**config.mk**
```make
export PLATFORM = sky130hd
export DESIGN_NAME = regfile_write_arbiter
export DESIGN_NICKNAME = d
export VERILOG_FILES = /design/src/rtl/regfile_write_arbiter_pkg.sv /design/src/rtl/rr_arbiter2.sv /design/src/rtl/regfile_write_arbiter.sv
export SDC_FILE = /design/constraint.sdc
export NUM_CORES = 1
export LEC_CHECK = 0
export CAP_MARGIN = 20
export CELL_PAD_IN_SITES_DETAIL_PLACEMENT = 0
export CELL_PAD_IN_SITES_GLOBAL_PLACEMENT = 2
export CORE_ASPECT_RATIO = 0.8
export CORE_MARGIN = 3
export CORE_UTILIZATION = 20
export CTS_CLUSTER_SIZE = 30
export DETAILED_ROUTE_END_ITERATION = 8
export PLACE_DENSITY_LB_ADDON = 0.25
export REMOVE_ABC_BUFFERS = 1
export SLEW_MARGIN = 10
export SYNTH_ARGS = -nofsm -noshare
export SYNTH_HDL_FRONTEND = slang
export SYNTH_HIERARCHICAL = 1
export SYNTH_SLANG_ARGS = --single-unit
```
**constraint.sdc**
```tcl
create_clock -name clk -period 3.2 [get_ports clk]
set_input_delay 0.64 -clock clk [delete_from_list [all_inputs] [get_ports clk]]
set_output_delay 0.64 -clock clk [all_outputs]
set_load 0.005 [all_outputs]
```
**src/rtl/regfile_write_arbiter_pkg.sv**
```systemverilog
// Shared definitions for the register-file write arbiter: arbiter state encoding
// and default widths. Optional statistics are enabled with REGFILE_ARB_STATS_EN.
package regfile_write_arbiter_pkg;
  localparam int DATA_W_DEFAULT = 16;
  localparam int IDX_W_DEFAULT  = 2;

  typedef enum logic [1:0] {
    IDLE     = 2'd0,
    LAST_ALU = 2'd1,
    LAST_MEM = 2'd2
  } arb_state_t;
endpackage

```
**src/rtl/rr_arbiter2.sv**
```systemverilog
// Two-way round-robin grant logic: the requester that did not win last goes
// first on a collision; a lone requester always wins. Purely combinational.
module rr_arbiter2 import regfile_write_arbiter_pkg::*; (
  input  logic       alu_req,
  input  logic       mem_req,
  input  logic       enable,
  input  arb_state_t state,
  output logic       alu_grant,
  output logic       mem_grant
);
  always_comb begin
    alu_grant = 1'b0;
    mem_grant = 1'b0;
    if (enable) begin
      if (alu_req && mem_req) begin
        // IDLE and LAST_MEM both favour the ALU.
        if (state == LAST_ALU) mem_grant = 1'b1;
        else                   alu_grant = 1'b1;
      end else begin
        alu_grant = alu_req;
        mem_grant = mem_req;
      end
    end
  end
endmodule

```
**src/rtl/regfile_write_arbiter.sv**
```systemverilog
// Arbitrates ALU and load-return writebacks onto one register-file write port
// with a one-cycle registered output stage. Define REGFILE_ARB_STATS_EN to add
// grant and conflict counters.
//
// Handshake: a requester raises req with stable index/data and holds it until
// its grant is seen high in the same cycle; the write appears on the port in the
// following cycle. The freeze input suppresses new grants only.
module regfile_write_arbiter import regfile_write_arbiter_pkg::*; #(
  parameter int DATA_W = DATA_W_DEFAULT,
  parameter int IDX_W  = IDX_W_DEFAULT
) (
  input  logic                    clk,
  input  logic                    reset,
  input  logic                    alu_req,
  input  logic [IDX_W-1:0]        alu_index,
  input  logic [DATA_W-1:0]       alu_data,
  output logic                    alu_grant,
  input  logic                    mem_req,
  input  logic [IDX_W-1:0]        mem_index,
  input  logic [DATA_W-1:0]       mem_data,
  output logic                    mem_grant,
  input  logic                    freeze,
  output logic                    write_enable,
  output logic [IDX_W-1:0]        write_reg_index,
  output logic [DATA_W-1:0]       write_data,
  output logic [(1<<IDX_W)-1:0]   pending_mask,
  output arb_state_t              arb_state
`ifdef REGFILE_ARB_STATS_EN
  ,
  output logic [15:0]             alu_grant_count,
  output logic [15:0]             mem_grant_count,
  output logic [15:0]             conflict_count
`endif
);
  logic grant_enable;

  // Reset is folded in so no grant can be observed while the block is held in reset.
  assign grant_enable = reset & ~freeze;

  rr_arbiter2 u_arb (
    .alu_req   (alu_req),
    .mem_req   (mem_req),
    .enable    (grant_enable),
    .state     (arb_state),
    .alu_grant (alu_grant),
    .mem_grant (mem_grant)
  );

  always_ff @(posedge clk or negedge reset) begin
    if (!reset) begin
      arb_state       <= IDLE;
      write_enable    <= 1'b0;
      write_reg_index <= '0;
      write_data      <= '0;
    end else begin
      write_enable <= alu_grant | mem_grant;
      if (alu_grant) begin
        arb_state       <= LAST_ALU;
        write_reg_index <= alu_index;
        write_data      <= alu_data;
      end else if (mem_grant) begin
        arb_state       <= LAST_MEM;
        write_reg_index <= mem_index;
        write_data      <= mem_data;
      end
    end
  end

  always_comb begin
    pending_mask = '0;
    if (write_enable) pending_mask[write_reg_index] = 1'b1;
  end

`ifdef REGFILE_ARB_STATS_EN
  always_ff @(posedge clk or negedge reset) begin
    if (!reset) begin
      alu_grant_count <= 16'd0;
      mem_grant_count <= 16'd0;
      conflict_count  <= 16'd0;
    end else begin
      if (alu_grant) alu_grant_count <= alu_grant_count + 16'd1;
      if (mem_grant) mem_grant_count <= mem_grant_count + 16'd1;
      if (alu_req && mem_req && !freeze) conflict_count <= conflict_count + 16'd1;
    end
  end
`endif
endmodule
```
==> results of run 1 <==
## power by group
group	internal [W]	switching, W
logic	0.000221	0.000105
registers	0.000335	0.0000468
clock network	0.0000885	0.0000813
## worst reg2reg max path, delay by kind of cell, from the launching register on
family	cells	cell delay (ns)
simple gates	1	0.15
compound gates	2	0.23
buf+inv	1	0.35
mux	1	0.26
flops	1	0.39
## flip-flops by register name, indices dropped and copies added, names as in the netlist
register	flops
write_reg_index	2
write_data	16
arb_state	2
write_enable	1
## cells in the final DEF, fill, tap and decap left out, drive strengths merged, types with 2 or more instances in the layout
master	synthesis	layout
clkdlybuf4s50	0	67
buf	4	3
nand2	20	20
dfrtp	21	21
o21ai	18	18
inv	2	2
clkbuf	2	4
nor2	3	3
mux2i	18	18
## layer usage
layer  part of all wire, %  vias to the layer above  global-route usage [%]
met5                     0                        -                       0
met4                  0.21                        0                    1.05
met3                    10                        2                    4.51
met2                    43                       43                    14.3
met1                    47                      425                    13.6
li1                      -                      462                       -
## worst paths after layout
check                           slack, ns  cells after the start    startpoint             end
worst min-delay path                 0.53                      2  arb_state[1]    arb_state[1]
worst max register to register       1.69                      5  arb_state[1]  write_data[14]
min in group asynchronous            0.75                      2         reset   write_data[3]
worst min register to register       0.53                      2  arb_state[1]    arb_state[1]
max in group asynchronous            2.22                      2         reset   write_data[6]
worst max-delay path                 0.54                      4         reset       alu_grant
## stage by stage
stage / worst slack (ns) / hold WS (ns) / instances / utilization (%)
CTS: 0.512 / 0.539 / 225 / 37.6
finish: 0.539 / 0.533 / 225 / 37.6
floorplan: 0.279 / 0.344 / 91 / -
global placement: 0.521 / 0.506 / 221 / 36.7
detailed placement: 0.524 / 0.519 / 221 / 36.7
global route: 0.415 / 0.567 / 225 / 37.6
## layout make-up
class / instances / area share [%]
inverter: 2 / 0.421
timing repair buffer: 70 / 38.9
tap: 60 / 4.21
clock buffer: 4 / 2.53
sequential: 21 / 29.5
multi-input combinational: 68 / 24.4
## cells by family after synthesis
group / synth area share, %
and+or+nand+nor: 13.4
DFF: 52.2
muxes: 17.9
buffers and inverters: 4.97
AOI/OAI and AO/OA: 11.6
==> qor.yml, run 1 <==
yosys:
  syn_area_um2: 1010
  ys_async_sr_fraction_pct: 100
  yosys_register_bits: 21
  yosysSeqAreaShare_pct: 52.2
  avgSynthCellArea_um2: 10.4
  yosys-top-cells-area: "dfrtp_1 52%, mux2i_1 18%, o21ai_1 8.0%"
  synth.most_common_cell: "dfrtp_1"
  synth_top_area_cell: "dfrtp_1"
  synth_common_cells: "21 x dfrtp_1, 20 x nand2_1, 18 x mux2i_1"
  netlist_instances: 97
  synth_ff_type: "dfrtp_1"
  yosys_warnings: 6
  synth_top_area_share_pct: 52.2
  synthDistinctLibCells: 21
  synth_edf_count: 0
worst_setup_path:
  slowest_stage: "clkdlybuf4s50_1"
  worstPathRequired_ns: 2.56
  crit_type: "input pin to output port"
  cp_max_fo: 2
  path_cells: "clkdlybuf4s50_1, nor2b_1, o211a_1, clkdlybuf4s50_1"
  end_kind: "output port"
  cp.arrival_ns: 2.02
  critPathTopFamily: "buffers and inverters"
  max_stage_delay_ns: 0.52
  start_kind: "input pin"
  worst-path-buf-inv: 2
  path_common_cell: "clkdlybuf4s50_1"
layout:
  nFillCells: 492
  layout.area.seq_um2: 526
  layout-drive-gt1-share_pct: 6.06
  multiInputGateArea_um2: 435
  final_cell_area_um2: 1780
  n_antenna_cell: 0
  nets: 207
  area_growth_pct: 76.9
floorplanning:
  start_util_pct: 21.3
  die_area_um2: 5930
  fp.dieW_um: 85.3
  row_count: 22
  die_h_um: 69.5
  ios: 68
  coreArea_um2: 4730
cts:
  cts_hold_buf: 0
  cts.reportedPaths.clkPinSlew_ns: 0.07
  cts_tree: "built"
  root_buffer: "clkbuf_8"
  cts_sinks: 21
  clkLatencyLatePin_ns: 0.26
  h-tree-depth: 1
  clk_path_buf_depth: 2
  cts_resized: 0
  postCtsSetupRepairBufs: 0
  cts_made_buffers: 3
run_status:
  status: "finished clean"
timing:
  worst_slew_pin_slew_ns: 0.366
  setup_viol_count_final: 0
  slew_headroom_pct: 75.6
  finalCritPeriodShare_pct: 83.2
  period_minus_slack_ns: 2.66
  rsz0062_at_grt: "false"
  timing.clock.skew_ns: 0.00596
  final-max-slew-violation-count: 0
  timing.fmax_mhz: 376
  setup-tns-final_ns: 0
  finalHoldViolCount: 0
drt:
  dr.pass1.iters: 3
  drt_iter0_drc: 6
  drt-total-wl_mm: 2.81
  drc: 0
  ant_nets: 0
  wl_per_cell_um: 12.5
  vias: 932
  via_per_inst: 4.14
run:
  maxCapViolations: 0
placement:
  place_congestion: 0.720
  hpwl_mm: 2.15
  dpl-instance-area_um2: 1740
  port_buffers: 67
power:
  total_power_w: 0.000877
  vdd_drop_max_mv: 0.215
  power.leakage_nw: 0.698
  power.density_nw_per_um2: 492
grt:
  grt_pass1_wl_mm: 4.66
  antenna_found_initial: 0
  grt_pass1_vias: 912
  grt_max_degree: 40
  grt_remaining_overflow: 0
  grt.total_usage_pct: 9.77
min_path:
  worstHoldPathType: "register to register"
No activity file was read; power rests on OpenSTA's default activity.
==> inputs of run 2 (changes only) <==
Settings changed: CORE_UTILIZATION 20 to 17.
Clock period 3.2 ns to 2.15 ns, I/O delays scaled along.
==> qor.yml, run 2 (synthesized netlist as in run 1, its figures left out) <==
placement:
  place_congestion: 0.677
  hpwl_mm: 2.26
  dp.cells: 240
  port_buffers: 67
  dpl-instance-area_um2: 1770
drt:
  drt-total-wl_mm: 3.02
  vias: 935
  via_per_inst: 3.83
  wl_per_cell_um: 12.4
  drt_iter0_drc: 11
  drc: 0
  ant_nets: 0
  dr.pass1.iters: 3
cts:
  h-tree-depth: 1
  cts.reportedPaths.clkPinSlew_ns: 0.08
  cts_sinks: 21
  postCtsSetupRepairBufs: 0
  cts_made_buffers: 3
  clk_path_buf_depth: 2
  cts_tree: "built"
  clkLatencyLatePin_ns: 0.26
  root_buffer: "clkbuf_8"
layout:
  largest_reg_flops: 16
  nets: 208
  n_antenna_cell: 0
  fin_cells: 244
  layout-drive-gt1-share_pct: 7.23
  top_regs: "write_data (16), arb_state (2), write_reg_index (2)"
  final_cell_area_um2: 1820
  top_register: "write_data"
  final_common_cell: "clkdlybuf4s50_1"
  area_growth_pct: 80.6
  nFillCells: 588
  final_cell_mix: "65 x clkdlybuf4s50_1, 21 x dfrtp_1, 20 x nand2_1, 18 x mux2i_1, 16 x o21ai_1"
  post-route-util_pct: 32.6
min_path:
  hold_start: "arb_state[1]"
  hold_end: "arb_state[1]"
  min_path_cells: 2
  worstHoldPathType: "register to register"
power:
  p_seq_share_pct: 43.2
  power_frac_comb_pct: 37.1
  clkPwrFrac_pct: 19.7
  power.leakage_nw: 0.714
  power.density_nw_per_um2: 725
  p_switching_w: 0.000359
  vdd_drop_max_mv: 0.265
  swShare_pct: 27.3
  p_int_w: 0.000959
  total_power_w: 0.00132
timing:
  timing.fmax_mhz: 502
  period_minus_slack_ns: 1.99
  slew_headroom_pct: 75.6
  setup_viol_count_final: 0
  worst_slew_pin_slew_ns: 0.365
  timing.clock.skew_ns: 0.00316
  rsz0062_at_grt: "false"
  final-max-slew-violation-count: 0
  finalCritPeriodShare_pct: 92.6
  finalHoldViolCount: 0
  setup-tns-final_ns: 0
run_status:
  status: "finished clean"
floorplanning:
  row_count: 24
  start_util_pct: 18.0
  coreArea_um2: 5590
  die_area_um2: 6890
  die_h_um: 74.8
  ios: 68
  fp.dieW_um: 92.1
worst_setup_path:
  crit_type: "input pin to output port"
  max_stage_delay_ns: 0.49
  critPathTopFamily: "buffers and inverters"
  cp.depth: 4
  path_cells: "clkdlybuf4s50_1, nor2b_2, o211a_1, dlygate4sd2_1"
  start_kind: "input pin"
  cp.arrival_ns: 1.56
  reg2reg_from: "arb_state[1]"
  cp_max_fo: 2
  end_kind: "output port"
  reg2reg_to: "write_enable"
  slowest_stage: "clkdlybuf4s50_1"
  r2r_cells: 4
  regToRegSetupSlack_ns: 0.62
  worstPathRequired_ns: 1.72
  worst-path-buf-inv: 2
grt:
  grt_max_degree: 40
  grt_pass1_vias: 975
  grt_pass1_wl_mm: 5.01
  antenna_found_initial: 0
  grt_remaining_overflow: 0
  grt.total_usage_pct: 9.19
run:
  maxCapViolations: 0
## run 2: power groups by stage
stage          registers, W  clock network, W  logic, W
6_report           0.000569          0.000260  0.000489
5_1_grt            0.000589          0.000296  0.000534
4_1_cts            0.000572          0.000281  0.000500
3_5_place_dp       0.000575                 0  0.000501
3_3_place_gp       0.000571                 0  0.000493
2_1_floorplan      0.000578                 0  0.000143
## run 2: how the worst max path moves through the flow
stage                     start                  to  slack (ns)
after floorplan           reset  write_reg_index[1]       -0.46
after global placement    reset           alu_grant       -0.12
after detailed placement  reset           alu_grant       -0.14
after CTS                 reset           alu_grant        0.16
after global routing      reset           alu_grant        0.11
final                     reset           alu_grant        0.16
## run 2: repair_timing
action	4_1_cts	5_1_grt
endpoints found under the setup margin	2	0
hold buffers	0	0
gates resized for setup	3	0
## run 2: tightest hold or removal path, cell delays in order (launching register included)
cell	delay, ns
dfrtp_1	0.37
nor2_1	0.05
nor2_1	0.07
## run 2: metal layers
layer	part of all wire (%)	GRT usage [%]	up-vias
met4	0.26	0.988	0
met5	0	0	-
met2	41	13.6	48
met3	9.4	4.10	2
met1	49	12.8	420
li1	-	-	465
## run 2: final cells by class
| cell class | count | area, um^2 | share of cell area [%] |
|---|---|---|---|
| flip-flops and latches | 21 | 526 | 28.9 |
| repair buffers | 71 | 698 | 38.4 |
| multi-input cells | 68 | 445 | 24.5 |
| clock buffers | 4 | 45.0 | 2.48 |
| well taps | 78 | 97.6 | 5.36 |
| inverters | 2 | 7.51 | 0.413 |
## run 2: stage by stage
step                      hold slack (ns)  setup WS, ns
after global routing                0.575         0.111
after CTS                           0.544         0.156
after floorplan                     0.134        -0.459
after detailed placement            0.523        -0.137
final                               0.535         0.158
after global placement              0.510        -0.122
==> inputs of run 3 (changes only) <==
Settings changed: CAP_MARGIN 20 to 15.
==> results of run 3 <==
The final DEF is identical to that of run 2; final timing and power are the same.
